<file path="src/rtl/bus_master_if_pkg.sv">
// Shared encodings for the CPU-side bus master port.
package bus_master_if_pkg;

    localparam int unsigned TransWidth = 2;

    typedef enum logic [TransWidth-1:0] {
        IDLE   = 2'b00,
        NONSEQ = 2'b10
    } pkg_trans;

    typedef enum logic {
        OKAY  = 1'b0,
        ERROR = 1'b1
    } pkg_resp;

    typedef enum logic {
        FALSE = 1'b0,
        TRUE  = 1'b1
    } pkg_bool;

endpackage

</file>
<file path="src/rtl/bus_master_if_d_ff.sv">
// Generic register with synchronous active-high reset to a parameterised value.
module bus_master_if_d_ff #(
    parameter int unsigned     Width    = 1,
    parameter logic [Width-1:0] ResetVal = '0
) (
    input  logic             clk_i,
    input  logic             rst_i,
    input  logic [Width-1:0] d_i,
    output logic [Width-1:0] q_o
);

    always_ff @(posedge clk_i) begin
        if (rst_i) begin
            q_o <= ResetVal;
        end else begin
            q_o <= d_i;
        end
    end

endmodule

</file>
<file path="src/rtl/bus_master_if.sv">
// CPU req/gnt handshake to pipelined bus transfers: NONSEQ address phase,
// ready-stalled data phase, two-cycle error response and saturating error count.
//
// state  | meaning
// StIdle | no data phase outstanding
// StData | data phase outstanding
// StErr  | first ERROR cycle seen, waiting for the closing ready
module bus_master_if
    import bus_master_if_pkg::*;
#(
    parameter int unsigned DWidth   = 32,
    parameter int unsigned CntWidth = 8
) (
    input  logic                  clk_i,
    input  logic                  rst_i,
    input  logic                  req_i,
    input  logic                  we_i,
    input  logic [DWidth-1:0]     addr_i,
    input  logic [DWidth-1:0]     wdata_i,
    output logic                  gnt_o,
    output logic                  rsp_valid_o,
    output logic [DWidth-1:0]     rsp_rdata_o,
    output logic                  rsp_err_o,
    output logic [TransWidth-1:0] trans_o,
    output logic                  write_o,
    output logic [DWidth-1:0]     addr_o,
    output logic [DWidth-1:0]     wdata_o,
    input  logic                  ready_i,
    input  logic                  resp_i,
    input  logic [DWidth-1:0]     rdata_i,
    output logic [CntWidth-1:0]   err_cnt_o
);

    typedef enum logic [1:0] {
        StIdle = 2'd0,
        StData = 2'd1,
        StErr  = 2'd2
    } state_e;

    localparam logic [CntWidth-1:0] CntMax = {CntWidth{1'b1}};

    state_e              state_q, state_d;
    logic [1:0]          state_raw_q;
    logic                wr_q, wr_d;
    logic [DWidth-1:0]   wdata_q, wdata_d;
    logic                rsp_valid_q, rsp_valid_d;
    logic [DWidth-1:0]   rsp_rdata_q, rsp_rdata_d;
    logic                rsp_err_q, rsp_err_d;
    logic [CntWidth-1:0] err_cnt_q, err_cnt_d;
    logic                gnt;
    logic                err_done;

    assign state_q = state_e'(state_raw_q);

    always_comb begin
        gnt         = req_i & ready_i & (state_q != StErr)
                      & ~((state_q == StData) & (resp_i == ERROR) & ~ready_i);
        state_d     = state_q;
        wr_d        = wr_q;
        wdata_d     = wdata_q;
        rsp_valid_d = 1'b0;
        rsp_rdata_d = '0;
        rsp_err_d   = 1'b0;
        err_done    = 1'b0;

        if (gnt) begin
            wr_d    = we_i;
            wdata_d = wdata_i;
        end

        case (state_q)
            StIdle: begin
                if (gnt) state_d = StData;
            end
            StData: begin
                if (ready_i) begin
                    rsp_valid_d = 1'b1;
                    rsp_rdata_d = wr_q ? '0 : rdata_i;
                    rsp_err_d   = (resp_i == ERROR);
                    err_done    = (resp_i == ERROR);
                    state_d     = gnt ? StData : StIdle;
                end else if (resp_i == ERROR) begin
                    state_d = StErr;
                end
            end
            StErr: begin
                if (ready_i) begin
                    rsp_valid_d = 1'b1;
                    rsp_err_d   = 1'b1;
                    err_done    = 1'b1;
                    state_d     = StIdle;
                end
            end
            default: state_d = StIdle;
        endcase

        // Counter sticks at all-ones instead of wrapping
        err_cnt_d = (err_done && (err_cnt_q != CntMax)) ? err_cnt_q + CntWidth'(1) : err_cnt_q;
    end

    bus_master_if_d_ff #(.Width(2), .ResetVal(2'd0)) u_state_q (
        .clk_i(clk_i), .rst_i(rst_i), .d_i(state_d), .q_o(state_raw_q)
    );
    bus_master_if_d_ff #(.Width(1), .ResetVal(1'b0)) u_wr_q (
        .clk_i(clk_i), .rst_i(rst_i), .d_i(wr_d), .q_o(wr_q)
    );
    bus_master_if_d_ff #(.Width(DWidth), .ResetVal('0)) u_wdata_q (
        .clk_i(clk_i), .rst_i(rst_i), .d_i(wdata_d), .q_o(wdata_q)
    );
    bus_master_if_d_ff #(.Width(1), .ResetVal(1'b0)) u_rsp_valid_q (
        .clk_i(clk_i), .rst_i(rst_i), .d_i(rsp_valid_d), .q_o(rsp_valid_q)
    );
    bus_master_if_d_ff #(.Width(DWidth), .ResetVal('0)) u_rsp_rdata_q (
        .clk_i(clk_i), .rst_i(rst_i), .d_i(rsp_rdata_d), .q_o(rsp_rdata_q)
    );
    bus_master_if_d_ff #(.Width(1), .ResetVal(1'b0)) u_rsp_err_q (
        .clk_i(clk_i), .rst_i(rst_i), .d_i(rsp_err_d), .q_o(rsp_err_q)
    );
    bus_master_if_d_ff #(.Width(CntWidth), .ResetVal('0)) u_err_cnt_q (
        .clk_i(clk_i), .rst_i(rst_i), .d_i(err_cnt_d), .q_o(err_cnt_q)
    );

    assign gnt_o       = gnt;
    assign trans_o     = gnt ? NONSEQ : IDLE;
    assign write_o     = gnt & we_i;
    assign addr_o      = addr_i;
    assign wdata_o     = wdata_q;
    assign rsp_valid_o = rsp_valid_q;
    assign rsp_rdata_o = rsp_rdata_q;
    assign rsp_err_o   = rsp_err_q;
    assign err_cnt_o   = err_cnt_q;

endmodule

</file>
<file path="config.mk">
export PLATFORM = sky130hd
export DESIGN_NAME = bus_master_if
export DESIGN_NICKNAME = d
export VERILOG_FILES = /design/src/rtl/bus_master_if_pkg.sv /design/src/rtl/bus_master_if_d_ff.sv /design/src/rtl/bus_master_if.sv
export SDC_FILE = /design/constraint.sdc
export NUM_CORES = 1
export LEC_CHECK = 0
export CAP_MARGIN = 10
export CORE_MARGIN = 3
export CORE_UTILIZATION = 25
export DETAILED_ROUTE_END_ITERATION = 8
export HOLD_SLACK_MARGIN = 0.02
export PLACE_DENSITY = 0.6
export SLEW_MARGIN = 20
export SYNTH_ARGS = -nofsm -noshare
export SYNTH_HDL_FRONTEND = slang
export SYNTH_SLANG_ARGS = --single-unit
</file>
<file path="constraint.sdc">
create_clock -name clk_i -period 2.6 [get_ports clk_i]
set_input_delay 0.39 -clock clk_i [delete_from_list [all_inputs] [get_ports clk_i]]
set_output_delay 0.39 -clock clk_i [all_outputs]
set_load 0.01 [all_outputs]
</file>
=== Word-level counts from Yosys, hierarchy flattened ===
Index checks and enable logic that the tools add are counted.

* Output and inout port bits: 110
* Bits in registers: 77
* Bits of input ports: 102
* Logic and storage cells: 41

* $add $sub $neg: 1
* Mux-type cells: 10
* Reduce and logical (&&, ||, !) cells: 6
* Equality and inequality tests: 7
* Bitwise operators: 10

{| class="wikitable"
|+ Operators by type and width
! kind !! number
|-
| $mux W2 || 5
|-
| $add A8 B1 Y8 const B || 1
|-
| $ne A8 B8 Y1 const B || 1
|-
| $and A1 B1 Y1 || 6
|-
| $ne A2 B2 Y1 const B || 3
|-
| $pmux W2 S3 || 1
|-
| $not A1 Y1 || 4
|-
| $reduce_or A2 Y1 || 2
|-
| $reduce_or A4 Y1 || 1
|-
| $mux W1 || 3
|-
| $ne A3 B3 Y1 const B || 1
|-
| $reduce_and A3 Y1 || 1
|-
| $eq A2 B1 Y1 const B || 1
|-
| $eq A2 B2 Y1 const B || 1
|-
| $logic_not A2 Y1 || 1
|-
| $pmux W1 S2 || 1
|-
| $logic_and A1 B1 Y1 || 1
|}

=== Depth between registers and ports, before layout ===
Gate-level depths: netlist (run 1).

* Depth in word-level cells: 8
* Depth in mapped cells: 7
* Depth with buffers taken out: 6

=== Modules after synthesis ===
Synthesis (run 1) repeated with hierarchy kept, for this count alone.

* Cells, all modules: 391
* Area, all modules: 3362.0 µm²

{| class="wikitable"
|+ By module, submodules not included
! module !! cells each !! seq. area each (µm²) !! area each (µm²) !! instances
|-
| bus_master_if_d_ff (u_rsp_rdata_q ...) || 67 || 640.6 || 863.3 || 2
|-
| bus_master_if || 231 || 0.0 || 1271.2 || 1
|-
| bus_master_if_d_ff (u_err_cnt_q) || 16 || 160.2 || 210.2 || 1
|-
| bus_master_if_d_ff (u_rsp_err_q ...) || 2 || 20.0 || 33.8 || 3
|-
| bus_master_if_d_ff (u_state_q) || 4 || 40.0 || 52.6 || 1
|}

=== Worst setup path after synthesis (run 1) ===
No wires, ideal clock.

* Kind: register to output
* Start: register u_state_q.q_o[0]
* End: output port trans_o[1]
* Path buffers: 2
* Required time: 2.210 ns
* Cell stages (with the launch flop): 7
* Setup slack: 0.785 ns
* Arrival: 1.425 ns
* Cell sequence: dfxtp_1 inv_1 ha_1 nand3b_2 clkinv_1 buf_2 buf_4

* Cells in the longest elaborated chain, start to end: 6
* Elaborated cells between the ends (all ways): 8
* Classes of those cells: 2 x eq/ne; 1 x mux; 5 x bitwise

{| class="wikitable"
|+ Ends and longest elaborated chain
! item !! line !! text
|-
| start: declaration || bus_master_if_d_ff.sv:9 || <nowiki>output logic [Width-1:0] q_o</nowiki>
|-
| start signal: assignment || bus_master_if_d_ff.sv:14 || <nowiki>q_o <= ResetVal;</nowiki>
|-
| start signal: assignment || bus_master_if_d_ff.sv:16 || <nowiki>q_o <= d_i;</nowiki>
|-
| $eq A2 B1 Y1 || bus_master_if.sv:57 || <nowiki>& ~((state_q == StData) & (resp_i == ERROR) & ~ready_i);</nowiki>
|-
| $and A1 B1 Y1 (2 in series) || bus_master_if.sv:57 ||
|-
| $not A1 Y1 || bus_master_if.sv:57 ||
|-
| $and A1 B1 Y1 (*) || bus_master_if.sv:57 ||
|-
| via gnt_o || bus_master_if.sv:20 || <nowiki>output logic gnt_o,</nowiki>
|-
| $mux W2 (*) || bus_master_if.sv:124 || <nowiki>assign trans_o = gnt ? NONSEQ : IDLE;</nowiki>
|-
| end: declaration || bus_master_if.sv:24 || <nowiki>output logic [TransWidth-1:0] trans_o,</nowiki>
|}

Mark *: on every way through the listed nets, which the timed path passes. The rest lies on a longest branch.

=== Final worst setup path (run 1) ===
* Start: register u_state_q.q_o[0]
* End: output port gnt_o

* Cells in the longest elaborated chain, start to end: 5
* Elaborated cells between the ends (all ways): 7
* Classes of those cells: 2 x eq/ne; 5 x bitwise

{| class="wikitable"
|+ Ends and longest elaborated chain
! item !! line
|-
| $eq A2 B1 Y1 || bus_master_if.sv:57
|-
| $and A1 B1 Y1 (2 in series) || bus_master_if.sv:57
|-
| $not A1 Y1 || bus_master_if.sv:57
|-
| $and A1 B1 Y1 (*) || bus_master_if.sv:57
|-
| end: declaration || bus_master_if.sv:20
|}

Every way passes the cells marked *; elsewhere a longest branch is shown, timed or not.

==> flow_summary.json, run 1 <==
{
  "status": "finished clean",
  "async_reset_ff_share_pct": 0,
  "vias": 2444,
  "io_buffers": 146,
  "post_cts_buffers": 0,
  "ys_top_cells_by_area": "dfxtp_1 53%, buf_4 8.7%, nand2_1 8.6%",
  "p_per_area_nw_per_um2": 602,
  "cpPeakStageDelay_ps": 550,
  "synthesis.area_sq_um": 2920,
  "drv_slew": 0,
  "clock_skew_ps": 5.27,
  "hpwlAfterDp_um": 5550,
  "cp-start-kind": "flop",
  "min_period_ps": 2470,
  "grt_overflow_total": 0,
  "ys_warn_count": 0,
  "clock_sinks": 77,
  "rsz0062_at_grt": "false",
  "gp_congestion": 0.727,
  "start_util_pct": 26.3,
  "syn_area_per_cell_sq_um": 9.13,
  "io_pins": 212,
  "root_buffer": "clkbuf_16",
  "grt_pass1_vias": 2294,
  "period_share_pct": 94.9,
  "synth_edf_count": 0,
  "worst-path-max-fanout": 9,
  "synth-seq-area-share_pct": 52.7,
  "cap_violations": 0,
  "yosysTopAreaCellShare_pct": 52.7,
  "grt_start_max_net_pins": 47,
  "drt_iter0_drc": 168,
  "hold-worst-slack_ps": 451,
  "setup_viol": 0,
  "ant_nets": 0,
  "num-nets-final": 540,
  "fmax_mhz": 405,
  "finalHoldViolCount": 0,
  "r2r-start": "u_state_q.q_o[0]$_SDFFE_PP0P_",
  "dpl_cell_area_sq_um": 4260,
  "clk_latency_ps": 340,
  "dieWidth_um": 114,
  "antenna_found_initial": 0,
  "hold_path_class": "flop to flop",
  "design_area_sq_um": 4570,
  "synth_cell_types": 40,
  "cp.arrival_ps": 2080,
  "wire_per_inst_um": 13.0,
  "grt_util_all_layers_pct": 11.5,
  "tritoncts": "built",
  "fin_setup_tns_ps": 0,
  "drc": 0,
  "end_kind": "primary output",
  "clkTransAtPathRegs_ps": 60,
  "coreArea_sq_um": 11100,
  "crit_chain": "inv_1, ha_1, nand3b_2, clkinv_1, buf_4, clkdlybuf4s50_1",
  "synth-seq-cells": 77,
  "synthCells": 320,
  "synth_nets": 427,
  "drtPass1Iterations": 4,
  "critPathLaunch": "u_state_q.q_o[0]$_SDFFE_PP0P_",
  "ys.flop_type": "dfxtp_1",
  "whs_path_depth": 2,
  "ctsResizeCount": 0,
  "p_leak_nw": 1.71,
  "die_area_sq_um": 13000,
  "fin_cells": 578,
  "worstRegToRegCells": 6,
  "die_y_um": 114,
  "clk_path_buf_depth": 2,
  "hp-start": "u_wdata_q.q_o[7]$_SDFFE_PP0P_",
  "yosysTopAreaCell": "dfxtp_1",
  "syn_to_final_growth_pct": 56.3,
  "via_per_inst": 4.23,
  "critical_path_class": "flop to primary output",
  "utilization_pct": 41.0,
  "h-tree-depth": 3,
  "placementRows": 38,
  "ctsHoldBuffers": 0,
  "critPathRequiredTime_ps": 2210,
  "drive_gt1_share_pct": 7.09,
  "cp_slowest_cell": "clkdlybuf4s50_1",
  "r2r_slack_ps": 890,
  "grt_pass1_wl_um": 11500,
  "wirelength_um": 7520,
  "ir_worst_vdd_v": 0.000524,
  "cts_buffers": 9,
  "dp_cells": 562
}
[sequential cells by signal, summed over array words and instances (netlist names)]
register and flops:
u_rsp_rdata_q.q_o 32, u_wdata_q.q_o 32, u_err_cnt_q.q_o 8, u_state_q.q_o 2
u_rsp_err_q.q_o 1, u_rsp_valid_q.q_o 1, u_wr_q.q_o 1
[cell usage in the layout, fill, tap and decap left out, types with 2 or more instances in the layout]
cell and n:
a211oi_1 2, a21oi_1 37, a31oi_1 2, and2_1 32
and3_1 2, buf_4 4, clkbuf_16 9, clkbuf_8 2
clkdlybuf4s50_1 145, clkinv_2 2, dfxtp_1 77, ha_1 5
inv_1 7, nand2_1 67, nand3_1 3, nand4_1 2
nor2_1 11, nor3_1 2, o21ai_0 2
[cells in the mapped netlist, types with 2 or more instances]
master    instances
a211oi_1          2
a21oi_1          37
nand2_1          67
and3_1            2
a31oi_1           2
nand4_1           2
buf_1             2
clkbuf_1          7
dfxtp_1          77
inv_1             7
nand3_1           3
nor2_1           11
buf_4            34
nor3_1            2
and2_1           32
o21ai_0           2
ha_1              5
buf_2             4
[layout make-up]
cell class,count,area [sq um]
Clock inverter,4,47.5
Antenna cell,1,2.50
Tap cell,140,175
Sequential cell,77,1540
Multi-Input combinational cell,187,1030
Fill cell,1099,6560
Inverter,8,30.0
Timing Repair Buffer,150,1490
Clock buffer,11,253
[kinds of logic after synthesis]
| logic type | synth area share [%] |
|---|---|
| AOI/OAI and AO/OA | 9.55 |
| other | 0.128 |
| muxes | 0.728 |
| adders and majority gates | 2.14 |
| xor gates and xnor gates | 0.300 |
| and+or+nand+nor | 22.4 |
| DFF | 52.7 |
| buffers and inverters | 12.0 |
[worst max-delay path, delay by kind of cell (launching register included)]
kind,cells,cell delay [ps]
buffers and inverters,4,870
DFF,1,370
adders and majority gates,1,260
and+or+nand+nor,1,230
[power by group]
part / internal (mW) / switching, mW
clock network: 0.786 / 0.463
registers: 1.21 / 0.0139
logic: 0.171 / 0.103
[final timing paths]
kind	end
worst max-delay path	gnt_o
worst min-delay path	u_wdata_q.q_o[7]$_SDFFE_PP0P_
worst max register to register	u_err_cnt_q.q_o[7]$_SDFFE_PP0P_
worst min register to register	u_wdata_q.q_o[7]$_SDFFE_PP0P_
[metrics by stage]
step | power [mW] | setup slack (ps)
finish | 2.75 | 133
global route | 2.89 | 1.32
CTS | 2.81 | 105
detailed placement | 1.53 | 324
global placement | 1.53 | 341
floorplan | 1.40 | 785
[per-layer routing]
| metal | GRT usage (%) | routed length, um | vias to the layer above |
|---|---|---|---|
| li1 | - | - | 1218 |
| met1 | 12.1 | 2900 | 1076 |
| met2 | 17.1 | 3280 | 131 |
| met3 | 8.72 | 1160 | 19 |
| met4 | 5.15 | 180 | 0 |
| met5 | 0 | 0 | - |
(Power assumes the default switching activity.)
==> inputs of run 2 (changes only) <==
- MAX_ROUTING_LAYER: unset -> met4
==> flow_summary.json, run 2 (synthesis results as in run 1) <==
{
  "cp-start-kind": "flop",
  "min_period_ps": 2470,
  "p_per_area_nw_per_um2": 602,
  "grt_pass1_wl_um": 11400,
  "hpwlAfterDp_um": 5550,
  "drive_gt1_share_pct": 7.09,
  "rsz0062_at_grt": "false",
  "die_area_sq_um": 13000,
  "clkTransAtPathRegs_ps": 60,
  "reg.largest.list": "u_rsp_rdata_q.q_o: 32 flops, u_wdata_q.q_o: 32 flops, u_err_cnt_q.q_o: 8 flops",
  "clk_path_buf_depth": 2,
  "status": "finished clean",
  "crit_family": "buffers and inverters",
  "io_pins": 212,
  "r2r_slack_ps": 890,
  "critPathRequiredTime_ps": 2210,
  "clock_sinks": 77,
  "wl_met3_um": 971,
  "root_buffer": "clkbuf_16",
  "finalHoldViolCount": 0,
  "p_leak_nw": 1.71,
  "gp_congestion": 0.736,
  "final_common_cell": "clkdlybuf4s50_1",
  "fmax_mhz": 405,
  "cts_buffers": 9,
  "cp_slowest_cell": "clkdlybuf4s50_1",
  "period_share_pct": 94.9,
  "clock_skew_ps": 5.41,
  "h-tree-depth": 3,
  "drv_slew": 0,
  "antenna_found_initial": 0,
  "worst-path-max-fanout": 9,
  "critical_path_class": "flop to primary output",
  "via_per_inst": 4.24,
  "wl_met2_um": 3280,
  "clk_latency_ps": 340,
  "grt_overflow_total": 0,
  "grt_util_all_layers_pct": 11.8,
  "crit_buf_inv": 4,
  "met1Wirelength_um": 3090,
  "ctsHoldBuffers": 0,
  "design_area_sq_um": 4570,
  "setup_viol": 0,
  "crit_chain": "inv_1, ha_1, nand3b_2, clkinv_1, buf_4, clkdlybuf4s50_1",
  "p_total_mw": 2.75,
  "num-nets-final": 540,
  "fin_setup_tns_ps": 0,
  "cpPeakStageDelay_ps": 550,
  "coreArea_sq_um": 11100,
  "vias": 2450,
  "die_y_um": 114,
  "ir_worst_vdd_v": 0.000523,
  "drtPass1Iterations": 4,
  "grt_pass1_vias": 2310,
  "grt_start_max_net_pins": 47,
  "wirelength_um": 7520,
  "post_cts_buffers": 0,
  "drt_iter0_drc": 154,
  "ant_nets": 0,
  "start_util_pct": 26.3,
  "mostFrequentLayoutCells": "145 x clkdlybuf4s50_1, 77 x dfxtp_1, 67 x nand2_1",
  "dieWidth_um": 114,
  "wire_per_inst_um": 13.0,
  "drc": 0,
  "tritoncts": "built",
  "hold_path_class": "flop to flop",
  "end_kind": "primary output",
  "dpl_cell_area_sq_um": 4260,
  "placementRows": 38,
  "syn_to_final_growth_pct": 56.3,
  "cap_violations": 0,
  "io_buffers": 146,
  "ctsResizeCount": 0,
  "maxUsedRoutingLayer": "met4",
  "cp.arrival_ps": 2080
}
==> run 2: cell counts in the layout (fill, tap and decap cells not counted) <==
No cell type changed its count.
==> run 2: worst reg2reg max path, cell delays in order (launching register included) <==
cell and delay [ps]:
dfxtp_1 370, inv_1 80, ha_1 320, nand2_4 100
nor3_4 280, nand4_1 130, mux2_1 320
==> run 2: metrics by stage <==
step	setup WS, ps	cells	hold slack, ps	utilization [%]
finish	132	578	452	41.0
floorplan	785	320	432	-
global placement	341	562	442	38.3
CTS	105	577	454	41.0
global route	1.31	577	467	41.0
detailed placement	324	562	446	38.3
==> run 2: where the power goes <==
part	internal, mW	switching (mW)	total, mW
Combinational	0.171	0.104	0.274
Sequential	1.21	0.0139	1.23
Clock	0.786	0.463	1.25
Total	2.17	0.580	2.75
==> run 2: cell type report <==
class / count / area [sq um]
Fill cell: 1099 / 6560
Sequential cell: 77 / 1540
Timing Repair Buffer: 150 / 1490
Multi-Input combinational cell: 187 / 1030
Clock buffer: 11 / 253
Tap cell: 140 / 175
Clock inverter: 4 / 47.5
Inverter: 8 / 30.0
Antenna cell: 1 / 2.50
==> run 2: routing by layer <==
layer  up-vias  track usage, %
li1       1218               -
met1      1076            13.0
met2       137            17.1
met3        19            7.24
met4         0            5.15
met5         -               -
==> run 2: worst paths after layout <==
kind / start / endpoint / cells after the start
hold / removal: u_wdata_q.q_o[4]$_SDFFE_PP0P_ / u_wdata_q.q_o[4]$_SDFFE_PP0P_ / 2
setup reg to reg: u_state_q.q_o[0]$_SDFFE_PP0P_ / u_err_cnt_q.q_o[7]$_SDFFE_PP0P_ / 6
setup / recovery: u_state_q.q_o[0]$_SDFFE_PP0P_ / gnt_o / 6
hold reg to reg: u_wdata_q.q_o[4]$_SDFFE_PP0P_ / u_wdata_q.q_o[4]$_SDFFE_PP0P_ / 2
==> inputs of run 3 (changes only) <==
- PLACE_DENSITY: 0.6 -> unset
==> results of run 3 <==
The final DEF is identical to that of run 2; final timing and power are the same.
